File: src/rtl/mem_access_pkg.sv
// Shared definitions for the memory-access stage: FSM states and byte-lane mask rules.
package mem_access_pkg;

  typedef enum logic [1:0] {
    ST_IDLE = 2'd0,
    ST_REQ  = 2'd1,
    ST_RESP = 2'd2
  } state_e;

  localparam logic [3:0] MASK_B0 = 4'b0001;
  localparam logic [3:0] MASK_B1 = 4'b0010;
  localparam logic [3:0] MASK_B2 = 4'b0100;
  localparam logic [3:0] MASK_B3 = 4'b1000;
  localparam logic [3:0] MASK_H0 = 4'b0011;
  localparam logic [3:0] MASK_H1 = 4'b1100;
  localparam logic [3:0] MASK_W  = 4'b1111;

  function automatic logic mask_legal(input logic [3:0] m);
    return m inside {MASK_B0, MASK_B1, MASK_B2, MASK_B3, MASK_H0, MASK_H1, MASK_W};
  endfunction

  // Exactly one of the two masks may be active, and it must be an aligned lane group.
  function automatic logic op_legal(input logic [3:0] rden, input logic [3:0] wren);
    return (mask_legal(rden) && (wren == 4'b0000)) ||
           (mask_legal(wren) && (rden == 4'b0000));
  endfunction

endpackage

File: src/rtl/mem_access_if.sv
// Data-bus interface between the memory stage (master) and memory (slave).
interface mem_access_if;
  logic        req;
  logic        we;
  logic [31:0] addr;
  logic [3:0]  be;
  logic [31:0] wdata;
  logic        gnt;
  logic        rvalid;
  logic [31:0] rdata;

  modport master (
    output req, we, addr, be, wdata,
    input  gnt, rvalid, rdata
  );

  modport slave (
    input  req, we, addr, be, wdata,
    output gnt, rvalid, rdata
  );
endinterface

File: src/rtl/mem_access_load_align.sv
// Load alignment: picks the addressed lanes out of a bus word and sign/zero-extends them.
module mem_access_load_align
  import mem_access_pkg::*;
(
  input  logic [31:0] rdata,
  input  logic [3:0]  rden,
  input  logic        sext,
  output logic [31:0] result
);

  logic [31:0] shifted;

  always_comb begin
    shifted = rdata;
    result  = rdata;

    // The lowest enabled lane becomes bit 0 of the result.
    if (rden[0])      shifted = rdata;
    else if (rden[1]) shifted = rdata >> 8;
    else if (rden[2]) shifted = rdata >> 16;
    else if (rden[3]) shifted = rdata >> 24;

    if (rden == MASK_W)
      result = shifted;
    else if ((rden == MASK_H0) || (rden == MASK_H1))
      result = {{16{sext & shifted[15]}}, shifted[15:0]};
    else
      result = {{24{sext & shifted[7]}}, shifted[7:0]};
  end

endmodule

File: src/rtl/mem_access.sv
// Memory stage: turns EX load/store requests into one req/gnt/rvalid bus transaction
// each, stalls upstream meanwhile, and registers the writeback result.
module mem_access
  import mem_access_pkg::*;
#(
  parameter int unsigned TIMEOUT = 64
) (
  input  logic         clk,
  input  logic         rst_n,
  input  logic [4:0]   EX_rd,
  input  logic         EX_rd_vld,
  input  logic [31:0]  EX_x_rd,
  input  logic [31:0]  EX_MEM_addr,
  input  logic [3:0]   EX_MEM_rden,
  input  logic         EX_MEM_rden_SEXT,
  input  logic [3:0]   EX_MEM_wren,
  input  logic [31:0]  EX_MEM_wrdata,
  mem_access_if.master dbus,
  output logic [4:0]   MEM_rd,
  output logic         MEM_rd_vld,
  output logic [31:0]  MEM_x_rd,
  output logic         MEM_stall,
  output logic         MEM_err
);

  localparam int unsigned   CW    = (TIMEOUT > 1) ? $clog2(TIMEOUT) : 1;
  localparam logic [CW-1:0] LIMIT = (TIMEOUT > 0) ? CW'(TIMEOUT - 1) : '0;

  state_e        state, state_nxt;
  logic [CW-1:0] tcnt;
  logic          mem_op, expired;
  logic          start, pass, bad, rd_done, abort;
  logic [4:0]    lat_rd;
  logic          lat_rd_vld, lat_sext;
  logic [31:0]   load_data;
  logic          addr_lo_unused;

  // Byte offset is carried by the lane masks, so the low address bits are not needed.
  assign addr_lo_unused = ^EX_MEM_addr[1:0];

  assign mem_op    = (|EX_MEM_rden) | (|EX_MEM_wren);
  assign MEM_stall = (state != ST_IDLE) | mem_op;
  assign expired   = (TIMEOUT != 0) && (tcnt == LIMIT);

  always_ff @(posedge clk or negedge rst_n) begin
    if (!rst_n) state <= ST_IDLE;
    else        state <= state_nxt;
  end

  always_comb begin
    state_nxt = state;
    start     = 1'b0;
    pass      = 1'b0;
    bad       = 1'b0;
    rd_done   = 1'b0;
    abort     = 1'b0;

    unique case (state)
      ST_IDLE: begin
        if (!mem_op)
          pass = 1'b1;
        else if (!op_legal(EX_MEM_rden, EX_MEM_wren))
          bad = 1'b1;
        else begin
          start     = 1'b1;
          state_nxt = ST_REQ;
        end
      end
      // A write finishes on gnt; a read grant on the last allowed cycle still times out.
      ST_REQ: begin
        if (dbus.gnt && dbus.we)
          state_nxt = ST_IDLE;
        else if (expired) begin
          abort     = 1'b1;
          state_nxt = ST_IDLE;
        end else if (dbus.gnt)
          state_nxt = ST_RESP;
      end
      ST_RESP: begin
        if (dbus.rvalid) begin
          rd_done   = 1'b1;
          state_nxt = ST_IDLE;
        end else if (expired) begin
          abort     = 1'b1;
          state_nxt = ST_IDLE;
        end
      end
      default: state_nxt = ST_IDLE;
    endcase
  end

  mem_access_load_align u_align (
    .rdata  (dbus.rdata),
    .rden   (dbus.be),
    .sext   (lat_sext),
    .result (load_data)
  );

  always_ff @(posedge clk or negedge rst_n) begin
    if (!rst_n) begin
      tcnt       <= '0;
      dbus.req   <= 1'b0;
      dbus.we    <= 1'b0;
      dbus.addr  <= '0;
      dbus.be    <= '0;
      dbus.wdata <= '0;
      lat_rd     <= '0;
      lat_rd_vld <= 1'b0;
      lat_sext   <= 1'b0;
      MEM_rd     <= '0;
      MEM_rd_vld <= 1'b0;
      MEM_x_rd   <= '0;
      MEM_err    <= 1'b0;
    end else begin
      dbus.req   <= (state_nxt == ST_REQ);
      MEM_err    <= bad | abort;
      MEM_rd_vld <= 1'b0;

      if (start) begin
        tcnt       <= '0;
        dbus.we    <= |EX_MEM_wren;
        dbus.addr  <= {EX_MEM_addr[31:2], 2'b00};
        dbus.be    <= EX_MEM_rden | EX_MEM_wren;
        dbus.wdata <= EX_MEM_wrdata;
        lat_rd     <= EX_rd;
        lat_rd_vld <= EX_rd_vld;
        lat_sext   <= EX_MEM_rden_SEXT;
      end else if (state != ST_IDLE) begin
        tcnt <= tcnt + 1'b1;
      end

      if (pass) begin
        MEM_rd     <= EX_rd;
        MEM_x_rd   <= EX_x_rd;
        MEM_rd_vld <= EX_rd_vld;
      end else if (rd_done) begin
        MEM_rd     <= lat_rd;
        MEM_x_rd   <= load_data;
        MEM_rd_vld <= lat_rd_vld;
      end
    end
  end

endmodule

File: src/flat_wrapper.sv
// flat-port wrapper written by rule: the top's interface ports become plain ports
module mem_access_flat import mem_access_pkg::*;
#(
  parameter int unsigned TIMEOUT = 64
)
  (clk, rst_n, EX_rd, EX_rd_vld, EX_x_rd, EX_MEM_addr, EX_MEM_rden, EX_MEM_rden_SEXT, EX_MEM_wren, EX_MEM_wrdata, MEM_rd, MEM_rd_vld, MEM_x_rd, MEM_stall, MEM_err, dbus_req, dbus_we, dbus_addr, dbus_be, dbus_wdata, dbus_gnt, dbus_rvalid, dbus_rdata);
  mem_access_if dbus_i ();
  input  logic clk;
  input  logic rst_n;
  input  logic [4:0] EX_rd;
  input  logic EX_rd_vld;
  input  logic [31:0] EX_x_rd;
  input  logic [31:0] EX_MEM_addr;
  input  logic [3:0] EX_MEM_rden;
  input  logic EX_MEM_rden_SEXT;
  input  logic [3:0] EX_MEM_wren;
  input  logic [31:0] EX_MEM_wrdata;
  output logic [4:0] MEM_rd;
  output logic MEM_rd_vld;
  output logic [31:0] MEM_x_rd;
  output logic MEM_stall;
  output logic MEM_err;
  output wire logic [$bits(dbus_i.req)-1:0] dbus_req;
  output wire logic [$bits(dbus_i.we)-1:0] dbus_we;
  output wire logic [$bits(dbus_i.addr)-1:0] dbus_addr;
  output wire logic [$bits(dbus_i.be)-1:0] dbus_be;
  output wire logic [$bits(dbus_i.wdata)-1:0] dbus_wdata;
  input wire logic [$bits(dbus_i.gnt)-1:0] dbus_gnt;
  input wire logic [$bits(dbus_i.rvalid)-1:0] dbus_rvalid;
  input wire logic [$bits(dbus_i.rdata)-1:0] dbus_rdata;
  assign dbus_req = dbus_i.req;
  assign dbus_we = dbus_i.we;
  assign dbus_addr = dbus_i.addr;
  assign dbus_be = dbus_i.be;
  assign dbus_wdata = dbus_i.wdata;
  assign dbus_i.gnt = dbus_gnt;
  assign dbus_i.rvalid = dbus_rvalid;
  assign dbus_i.rdata = dbus_rdata;
  mem_access #(.TIMEOUT(TIMEOUT)) u_core (.clk(clk), .rst_n(rst_n), .EX_rd(EX_rd), .EX_rd_vld(EX_rd_vld), .EX_x_rd(EX_x_rd), .EX_MEM_addr(EX_MEM_addr), .EX_MEM_rden(EX_MEM_rden), .EX_MEM_rden_SEXT(EX_MEM_rden_SEXT), .EX_MEM_wren(EX_MEM_wren), .EX_MEM_wrdata(EX_MEM_wrdata), .dbus(dbus_i), .MEM_rd(MEM_rd), .MEM_rd_vld(MEM_rd_vld), .MEM_x_rd(MEM_x_rd), .MEM_stall(MEM_stall), .MEM_err(MEM_err));
endmodule
File: config.mk
export PLATFORM = sky130hd
export DESIGN_NAME = mem_access_flat
export DESIGN_NICKNAME = d
export VERILOG_FILES = /design/src/rtl/mem_access_pkg.sv /design/src/rtl/mem_access_if.sv /design/src/rtl/mem_access_load_align.sv /design/src/rtl/mem_access.sv /design/src/flat_wrapper.sv
export SDC_FILE = /design/constraint.sdc
export NUM_CORES = 1
export LEC_CHECK = 0
export ABC_AREA = 1
export BUFFER_PORTS_ARGS = -buffer_cell sky130_fd_sc_hd__buf_2
export CAP_MARGIN = 0
export CORE_ASPECT_RATIO = 2
export CORE_MARGIN = 8
export CORE_UTILIZATION = 45
export CTS_BUF_LIST = sky130_fd_sc_hd__clkbuf_4
export CTS_CLUSTER_SIZE = 28
export DETAILED_ROUTE_END_ITERATION = 7
export GPL_TIMING_DRIVEN = 0
export HOLD_SLACK_MARGIN = 0.06
export PLACE_DENSITY = 0.75
export SETUP_SLACK_MARGIN = 0.02
export SLEW_MARGIN = 5
export SYNTH_ARGS = -nofsm -noshare
export SYNTH_HDL_FRONTEND = slang
export SYNTH_HIERARCHICAL = 1
export SYNTH_SLANG_ARGS = --single-unit
File: constraint.sdc
create_clock -name clk -period 3.1 [get_ports clk]
set_input_delay 0.155 -clock clk [delete_from_list [all_inputs] [get_ports clk]]
set_output_delay 0.155 -clock clk [all_outputs]
set_load 0.02 [all_outputs]
==> results.json, run 1 <==
{
  "outcome": "finished clean",
  "fin_setup_tns_ns": 0,
  "reg2reg_from": "u_core/state[0]",
  "syn_inst": 797,
  "detailedPlace.worstSlack_ns": 0.988,
  "r2r_slack_ns": 0.44,
  "cts_tree": "yes",
  "worstSkewPairLatency_ns": 0.53,
  "rsz0062_at_grt": "no",
  "leakage_nw": 5.22,
  "crit_fanout": 10,
  "cts-htree-levels": 4,
  "place_congestion": 1.01,
  "dieWidth_um": 99.7,
  "yosysTopAreaCellShare": 0.484,
  "layout_setup_ws_ns": 0.445,
  "clock-sinks": 122,
  "drtIter0Drc": 321,
  "syn_area_sq_um": 6310,
  "min_path_type": "in -> reg",
  "placed_area_sq_um": 7850,
  "hpwl_um": 17900,
  "synth_edf_count": 0,
  "start_kind": "flop",
  "wl_um": 25500,
  "ys_warn_count": 6,
  "drive_above_1_share": 0.292,
  "vias": 7257,
  "hp-start": "dbus_rvalid",
  "grt_max_degree": 79,
  "finalSetupViolations": 0,
  "period_needed_ns": 2.66,
  "grtUsageTotal": 0.282,
  "required_ns": 3.56,
  "cts.clk_slew.worst_paths_ns": 0.11,
  "tightestPinTransition_ns": 0.707,
  "grt_pass1_vias": 7886,
  "max_slew_margin": 0.528,
  "rows": 61,
  "synth_area_leaders": "dfrtp_1 (48%), nand3_1 (16%), nand2_1 (15%)",
  "initial_core_util": 0.457,
  "cp-end-kind": "flop",
  "synth_area_leader_cell": "dfrtp_1",
  "cts_inserted_buffers": 17,
  "synth_cell_types": 29,
  "hold_viol_final": 0,
  "whs_endpoint": "u_core/state[0]",
  "fin_area_sq_um": 9440,
  "ys_seq_area_frac": 0.484,
  "ir_drop_mv": 0.606,
  "r2r_cells": 8,
  "stdcell_count": 1403,
  "port_buffers": 252,
  "ys.flop_type": "dfrtp_1",
  "cts_hold_buf": 130,
  "viasPerCell": 5.17,
  "holdPathStages": 6,
  "synthArstFlopShare": 1.00,
  "syn_avg_cell_area_sq_um": 7.92,
  "ant_nets": 0,
  "post-route-period-util": 0.857,
  "drc": 0,
  "slew_violations": 0,
  "antenna_found_initial": 3,
  "core_area_sq_um": 13800,
  "area_delta_synth_final_pct": 49.6,
  "grt_overflow": 0,
  "cp.arrival_ns": 3.12,
  "post_cts_buffers": 0,
  "cts_buffer_depth": 2,
  "whs_ns": 0.118,
  "wl_per_cell_um": 18.2,
  "path_class": "reg -> reg",
  "ys_ff_latch": 122,
  "fillerInstances": 1138,
  "die_height_um": 183,
  "skew_ns": 0.0223,
  "root_buffer": "clkbuf_4",
  "dieArea_sq_um": 18300,
  "grt_pass1_wl_um": 39800,
  "ioPinCount": 257,
  "postCtsResizedCells": 0,
  "drt-pass1-iter-count": 5,
  "max_freq_mhz": 377,
  "r2r_end": "u_core/MEM_x_rd[4]",
  "nets": 1352,
  "dpl.cell_count": 1240,
  "p_per_area_nw_per_um2": 921,
  "max_cap_viol_count": 0
}
==> cells by family after synthesis <==
family	share of synthesized area
AND/OR/NAND/NOR	0.375
flip-flops	0.484
buffers and inverters	0.0740
AO/OA/AOI/OAI	0.0563
adder cells (fa/ha/maj)	0.00991
other	0.000594
==> synthesized netlist by cell type (6+ instances only) <==
library cell and n:
a21oi_1 9, buf_2 21, buf_4 12, clkbuf_1 15, dfrtp_1 122, inv_1 35
inv_2 7, nand2_1 249, nand2_2 6, nand2_4 16, nand3_1 204, nor2_1 20
nor2_2 7, o21ai_0 29, o21ai_1 12, o221ai_1 7
==> worst max-delay path, cell delays in order (launching register included) <==
cell	delay, ns
dfrtp_1	0.41
inv_1	0.09
ha_1	0.21
nand2_1	0.08
clkbuf_1	0.46
clkbuf_1	0.54
nand3_1	0.15
nand3_1	0.09
dlygate4sd3_1	0.57
==> sequential cells by signal, indices dropped and copies added (netlist names) <==
signal / flops
u_core/MEM_err: 1
u_core/MEM_rd: 5
u_core/MEM_rd_vld: 1
u_core/MEM_x_rd: 32
u_core/dbus.addr: 30
u_core/dbus.be: 4
u_core/dbus.req: 1
u_core/dbus.wdata: 32
u_core/dbus.we: 1
u_core/lat_rd: 5
u_core/lat_rd_vld: 1
u_core/lat_sext: 1
u_core/state: 2
u_core/tcnt: 6
==> worst max-delay path by stage <==
stage	start	end	slack [ns]	cells past startpoint
after detailed placement	u_core/state[0]	u_core/MEM_rd[4]	0.99	7
after floorplan	u_core/dbus.be[0]	u_core/MEM_x_rd[22]	1.37	11
after global placement	rst_n	u_core/MEM_x_rd[12]	0.22	1
final	u_core/state[0]	u_core/MEM_x_rd[4]	0.44	8
after CTS	u_core/state[0]	u_core/MEM_x_rd[6]	0.48	8
after global routing	u_core/state[0]	u_core/MEM_x_rd[6]	0.26	8
==> stage by stage <==
step	util	total power [mW]
2_1_floorplan	-	5.51
3_3_place_gp	0.566	7.02
3_5_place_dp	0.568	7.11
4_1_cts	0.683	8.62
5_1_grt	0.683	9.27
6_report	0.684	8.70
==> cell type report <==
cell class	count	area [sq um]	share of cell area
Inverter	44	165	0.0175
Clock buffer	17	128	0.0135
Tap cell	189	236	0.0250
Buffer	53	302	0.0319
Clock inverter	12	158	0.0167
Multi-Input combinational cell	579	2800	0.296
Antenna cell	4	10.0	0.00106
Timing Repair Buffer	383	2600	0.275
Sequential cell	122	3050	0.323
==> metal layers <==
| metal | routed length [um] | part of all wire | track usage |
|---|---|---|---|
| met5 | 0 | 0 | 0 |
| met4 | 1570 | 0.062 | 0.200 |
| met2 | 13800 | 0.54 | 0.524 |
| met1 | 8210 | 0.32 | 0.248 |
| met3 | 1960 | 0.077 | 0.0835 |
==> where the power goes <==
group / total [mW] / internal, mW / leakage [nW] / switching [mW]
registers: 2.82 / 2.35 / 1.56 / 0.471
logic: 4.68 / 1.60 / 3.50 / 3.07
clock network: 1.21 / 0.612 / 0.155 / 0.595
total: 8.70 / 4.56 / 5.22 / 4.14
==> cell usage in the layout, fill, tap and decap left out, types with 3 or more instances in the layout <==
| cell type | netlist | final |
|---|---|---|
| o221ai_1 | 7 | 7 |
| nor2_2 | 7 | 7 |
| bufinv_16 | 0 | 4 |
| nand2_2 | 6 | 6 |
| nor2_1 | 20 | 20 |
| diode_2 | 0 | 4 |
| nand3_1 | 204 | 204 |
| inv_1 | 35 | 35 |
| clkbuf_1 | 15 | 15 |
| o21ai_1 | 12 | 12 |
| nand2_4 | 16 | 16 |
| ha_1 | 5 | 5 |
| a21oi_1 | 9 | 9 |
| o21ai_0 | 29 | 29 |
| buf_6 | 2 | 3 |
| dfrtp_1 | 122 | 122 |
| clkinv_1 | 2 | 7 |
| o211ai_1 | 5 | 5 |
| buf_2 | 21 | 272 |
| clkbuf_4 | 0 | 17 |
| dlygate4sd3_1 | 0 | 130 |
| inv_2 | 7 | 7 |
| nand2_1 | 249 | 249 |
| buf_4 | 12 | 12 |
(Power assumes the default switching activity.)
==> inputs of run 2 (changes only) <==
--- a/config.mk
+++ b/config.mk
@@ -10,13 +10,13 @@
 export CAP_MARGIN = 0
 export CORE_ASPECT_RATIO = 2
 export CORE_MARGIN = 8
-export CORE_UTILIZATION = 45
+export CORE_UTILIZATION = 42
 export CTS_BUF_LIST = sky130_fd_sc_hd__clkbuf_4
 export CTS_CLUSTER_SIZE = 28
 export DETAILED_ROUTE_END_ITERATION = 7
 export GPL_TIMING_DRIVEN = 0
 export HOLD_SLACK_MARGIN = 0.06
-export PLACE_DENSITY = 0.75
+export PLACE_DENSITY = 0.71
 export SETUP_SLACK_MARGIN = 0.02
 export SLEW_MARGIN = 5
 export SYNTH_ARGS = -nofsm -noshare
==> run 2 against run 1 <==
Sequential power is essentially flat. Critical path depth is the same. Fmax shrank 1.2%. Combinational power is essentially flat. Sequential share of layout area is essentially flat. Clock skew shrank 0.0014 ns. Largest cell class unchanged. Sequential cell count is the same.
==> results.json, run 2 (same netlist as run 1, synthesis figures left out) <==
{
  "outcome": "finished clean",
  "required_ns": 3.57,
  "max_slew_margin": 0.578,
  "path_class": "reg -> reg",
  "root_buffer": "clkbuf_4",
  "ir_drop_mv": 0.559,
  "reg2reg_from": "u_core/state[0]",
  "vias": 7166,
  "layout_setup_ws_ns": 0.412,
  "worstSkewPairLatency_ns": 0.53,
  "fillerInstances": 1282,
  "skew_ns": 0.0209,
  "dieArea_sq_um": 19400,
  "max_cap_viol_count": 0,
  "viasPerCell": 5.08,
  "cp.arrival_ns": 3.16,
  "drc": 0,
  "grt_max_degree": 79,
  "hpwl_um": 18300,
  "cts_buffer_depth": 2,
  "initial_core_util": 0.428,
  "drt-pass1-iter-count": 5,
  "post-route-period-util": 0.867,
  "final_cell_mix": "buf_2 (272), nand2_1 (249), nand3_1 (204)",
  "dieWidth_um": 103,
  "whs_ns": 0.0964,
  "rsz0062_at_grt": "no",
  "grt_pass1_vias": 7582,
  "cts.clk_slew.worst_paths_ns": 0.13,
  "placed_area_sq_um": 7850,
  "place_congestion": 0.961,
  "worst-path-buf-inv": 4,
  "grt_overflow": 0,
  "antenna_found_initial": 1,
  "ant_nets": 0,
  "clock-sinks": 122,
  "p_per_area_nw_per_um2": 909,
  "wl_um": 25200,
  "grtUsageTotal": 0.261,
  "max_freq_mhz": 372,
  "tightestPinTransition_ns": 0.634,
  "design_power_total_mw": 8.58,
  "critPathMaxStageDelay_ns": 0.58,
  "rows": 63,
  "drtIter0Drc": 265,
  "fin_area_sq_um": 9440,
  "cts_inserted_buffers": 17,
  "crit_fanout": 10,
  "start_kind": "flop",
  "port_buffers": 252,
  "critical_path.top_delay_family": "buffers and inverters",
  "grt_pass1_wl_um": 38400,
  "cts_tree": "yes",
  "leakage_nw": 5.21,
  "die_height_um": 189,
  "area_delta_synth_final_pct": 49.5,
  "finalSetupViolations": 0,
  "drive_above_1_share": 0.298,
  "stdcell_count": 1411,
  "cp-end-kind": "flop",
  "dpl.cell_count": 1246,
  "cts-htree-levels": 4,
  "top_regs": "u_core/MEM_x_rd x32, u_core/dbus.wdata x32, u_core/dbus.addr x30",
  "utilization": 0.640,
  "nets": 1352,
  "slew_violations": 0,
  "detailedPlace.worstSlack_ns": 0.964,
  "min_path_type": "in -> async",
  "crit_slowest_cell": "dlygate4sd3_1",
  "critPathLaunch": "u_core/state[0]",
  "final_common_cell": "buf_2",
  "crit_path_cell_trace": "inv_1 > ha_1 > nand2_1 > clkbuf_1 > clkbuf_1 > nand3_1 > nand3_1 > dlygate4sd3_1",
  "wl_per_cell_um": 17.9,
  "core_area_sq_um": 14700,
  "period_needed_ns": 2.69,
  "hold_viol_final": 0,
  "ioPinCount": 257,
  "fin_setup_tns_ns": 0
}
==> run 2: cell count changes in the layout (fill, tap and decap cells not counted) <==
cell	previous run	this run
bufinv_16	4	2
clkinv_1	7	2
diode_2	4	3
inv_6	0	1
clkinv_2	2	5
clkbuf_4	17	20
clkinvlp_4	0	3
==> run 2: where the power goes <==
part	switching (mW)	internal [mW]
clock	0.628	0.501
combinational	3.05	1.60
sequential	0.457	2.34
total	4.14	4.44
==> run 2: final cells by class <==
class	count	area [sq um]	share of cell area
Antenna cell	3	7.51	0.000795
Buffer	53	302	0.0320
Clock buffer	20	150	0.0159
Clock inverter	12	125	0.0133
Inverter	44	165	0.0175
Multi-Input combinational cell	579	2800	0.296
Sequential cell	122	3050	0.323
Tap cell	195	244	0.0259
Timing Repair Buffer	383	2600	0.275
==> run 2: final timing paths <==
path                                         endpoint  slack, ns  cells past startpoint
worst max-delay path               u_core/MEM_x_rd[6]       0.41                      8
worst min-delay path              u_core/MEM_x_rd[30]        0.1                      2
worst max register to register     u_core/MEM_x_rd[6]       0.41                      8
worst min register to register    u_core/dbus.addr[4]       0.48                      2
max in group asynchronous       u_core/dbus.wdata[22]       2.24                      3
min in group clk                       u_core/dbus.we       0.12                      5
==> run 2: worst register-to-register path: cells and delay by family, from the launching register on <==
family,cells,cell delay (ns)
flip-flops,1,0.39
AND/OR/NAND/NOR,3,0.31
adder cells (fa/ha/maj),1,0.21
buffers and inverters,4,1.72
==> run 2: layer usage <==
metal  part of all wire  track usage  up-vias
li1                   -            -     3431
met1               0.32        0.232     3330
met2               0.55        0.483      325
met3              0.071       0.0659       80
met4              0.058        0.180        0
met5                  0            0        -
==> run 2: repair_timing <==
action | in CTS | in global routing
buffers inserted | 0 | 0
resized for setup | 0 | 0
endpoints found under the hold margin | 234 | 1
hold buffers | 129 | 1
==> inputs of run 3 (changes only) <==
==> constraint.sdc (replaced) <==
create_clock -name clk -period 3 [get_ports clk]
set_input_delay 0.15 -clock clk [delete_from_list [all_inputs] [get_ports clk]]
set_output_delay 0.15 -clock clk [all_outputs]
set_load 0.02 [all_outputs]
==> run 3 against run 2 <==
Die area stayed put. Sequential share of layout area unchanged. Fmax down 2.1%. Power increased by 3.6%. First-iteration DRC count grew 3.4%. Clock power increased by 4%. Routed wire length increased by 0.24%. Non-clock buffer count unchanged. Global-route usage rose by 0.099 points. Clock skew hardly changed. Largest power group unchanged. Worst hold slack got worse by 0.0097 ns. Sequential power increased by 4%.
==> results.json, run 3 (same netlist as run 1, synthesis figures left out) <==
{
  "outcome": "finished clean",
  "final_cell_mix": "buf_2 (272), nand2_1 (249), nand3_1 (204)",
  "clock-sinks": 122,
  "drive_above_1_share": 0.298,
  "min_path_type": "in -> async",
  "finalSetupViolations": 0,
  "wl_per_cell_um": 17.9,
  "worstSkewPairLatency_ns": 0.53,
  "die_height_um": 189,
  "hold_viol_final": 0,
  "vias": 7170,
  "final_common_cell": "buf_2",
  "drt-pass1-iter-count": 7,
  "cts_tree": "yes",
  "root_buffer": "clkbuf_4",
  "period_needed_ns": 2.75,
  "cts-htree-levels": 4,
  "drc": 0,
  "core_area_sq_um": 14700,
  "antenna_found_initial": 1,
  "cp.arrival_ns": 3.20,
  "crit_fanout": 10,
  "viasPerCell": 5.08,
  "max_slew_margin": 0.565,
  "max_cap_viol_count": 0,
  "grt_pass1_wl_um": 38500,
  "rsz0062_at_grt": "no",
  "ant_nets": 0,
  "dieArea_sq_um": 19400,
  "cts_buffer_depth": 2,
  "dieWidth_um": 103,
  "tightestPinTransition_ns": 0.652,
  "grt_overflow": 0,
  "wl_um": 25300,
  "fin_setup_tns_ns": 0,
  "path_class": "reg -> reg",
  "r2r_cells": 8,
  "max_freq_mhz": 364,
  "slew_violations": 0,
  "cts.clk_slew.worst_paths_ns": 0.13,
  "required_ns": 3.45,
  "leakage_nw": 5.21,
  "cts_inserted_buffers": 17,
  "ioPinCount": 257,
  "postCtsResizedCells": 0,
  "place_congestion": 0.961,
  "grt_pass1_vias": 7585,
  "grt_max_degree": 79,
  "p_per_area_nw_per_um2": 941,
  "hpwl_um": 18300,
  "port_buffers": 252,
  "rows": 63,
  "area_delta_synth_final_pct": 49.5,
  "grtUsageTotal": 0.262,
  "nets": 1352,
  "skew_ns": 0.0209,
  "top_regs": "u_core/MEM_x_rd x32, u_core/dbus.wdata x32, u_core/dbus.addr x30",
  "fillerInstances": 1284,
  "post-route-period-util": 0.916,
  "initial_core_util": 0.428,
  "cp-end-kind": "flop",
  "start_kind": "flop",
  "drtIter0Drc": 274,
  "placed_area_sq_um": 7850,
  "fin_area_sq_um": 9440,
  "ir_drop_mv": 0.579
}
## run 3: path summary, 6_finish.rpt
| kind | start | slack [ns] | to |
|---|---|---|---|
| min reg2reg | u_core/dbus.addr[4] | 0.48 | u_core/dbus.addr[4] |
| max | u_core/state[0] | 0.25 | u_core/MEM_x_rd[4] |
| min | rst_n | 0.09 | u_core/MEM_x_rd[30] |
| max in group asynchronous | rst_n | 2.15 | u_core/dbus.addr[10] |
| min in group clk | EX_MEM_wren[3] | 0.11 | u_core/dbus.we |
| max reg2reg | u_core/state[0] | 0.25 | u_core/MEM_x_rd[4] |
## run 3: area by class of cell
class                      count  area, sq um  share of cell area
multi-input combinational    579         2800               0.296
buffer                        53          302              0.0320
clock buffer                  20          150              0.0159
tap                          195          244              0.0259
clock inverter                12          125              0.0133
sequential                   122         3050               0.323
timing repair buffer         383         2600               0.275
antenna                        3         7.51            0.000795
inverter                      44          165              0.0175
## run 3: repair_timing
item	in CTS	in global routing
hold endpoints to repair	234	0
buffers inserted	0	0
hold buffers	130	0
## run 3: worst max-delay path: stages, from the launching register on
cell and delay, ns:
dfrtp_1 0.39, inv_1 0.09, ha_1 0.21, nand2_1 0.09, clkbuf_1 0.49, clkbuf_1 0.57
nand3_1 0.16, nand3_1 0.12, dlygate4sd3_1 0.57
## run 3: layer usage
layer / vias up / wire length [um] / part of all wire / track usage
li1: 3429 / - / - / -
met1: 3336 / 8190 / 0.32 / 0.233
met2: 331 / 13700 / 0.54 / 0.482
met3: 74 / 1790 / 0.071 / 0.0673
met4: 0 / 1550 / 0.061 / 0.187
met5: - / 0 / 0 / 0
## run 3: power breakdown
part / internal [mW] / total [mW] / switching (mW) / leakage (nW)
Clock: 0.518 / 1.17 / 0.651 / 0.149
Sequential: 2.42 / 2.90 / 0.473 / 1.56
Combinational: 1.66 / 4.82 / 3.16 / 3.50
## run 3: through the flow
step | std cells | utilization | hold WS [ns] | power (mW) | setup slack (ns)
finish | 1411 | 0.640 | 0.0867 | 8.88 | 0.253
global route | 1409 | 0.640 | 0.0686 | 9.46 | 0.108
CTS | 1408 | 0.640 | 0.0618 | 8.86 | 0.313
detailed placement | 1246 | 0.533 | 0.103 | 7.37 | 0.864
global placement | 1245 | 0.531 | 0.369 | 7.29 | 0.139
floorplan | 798 | - | -0.146 | 5.69 | 1.27
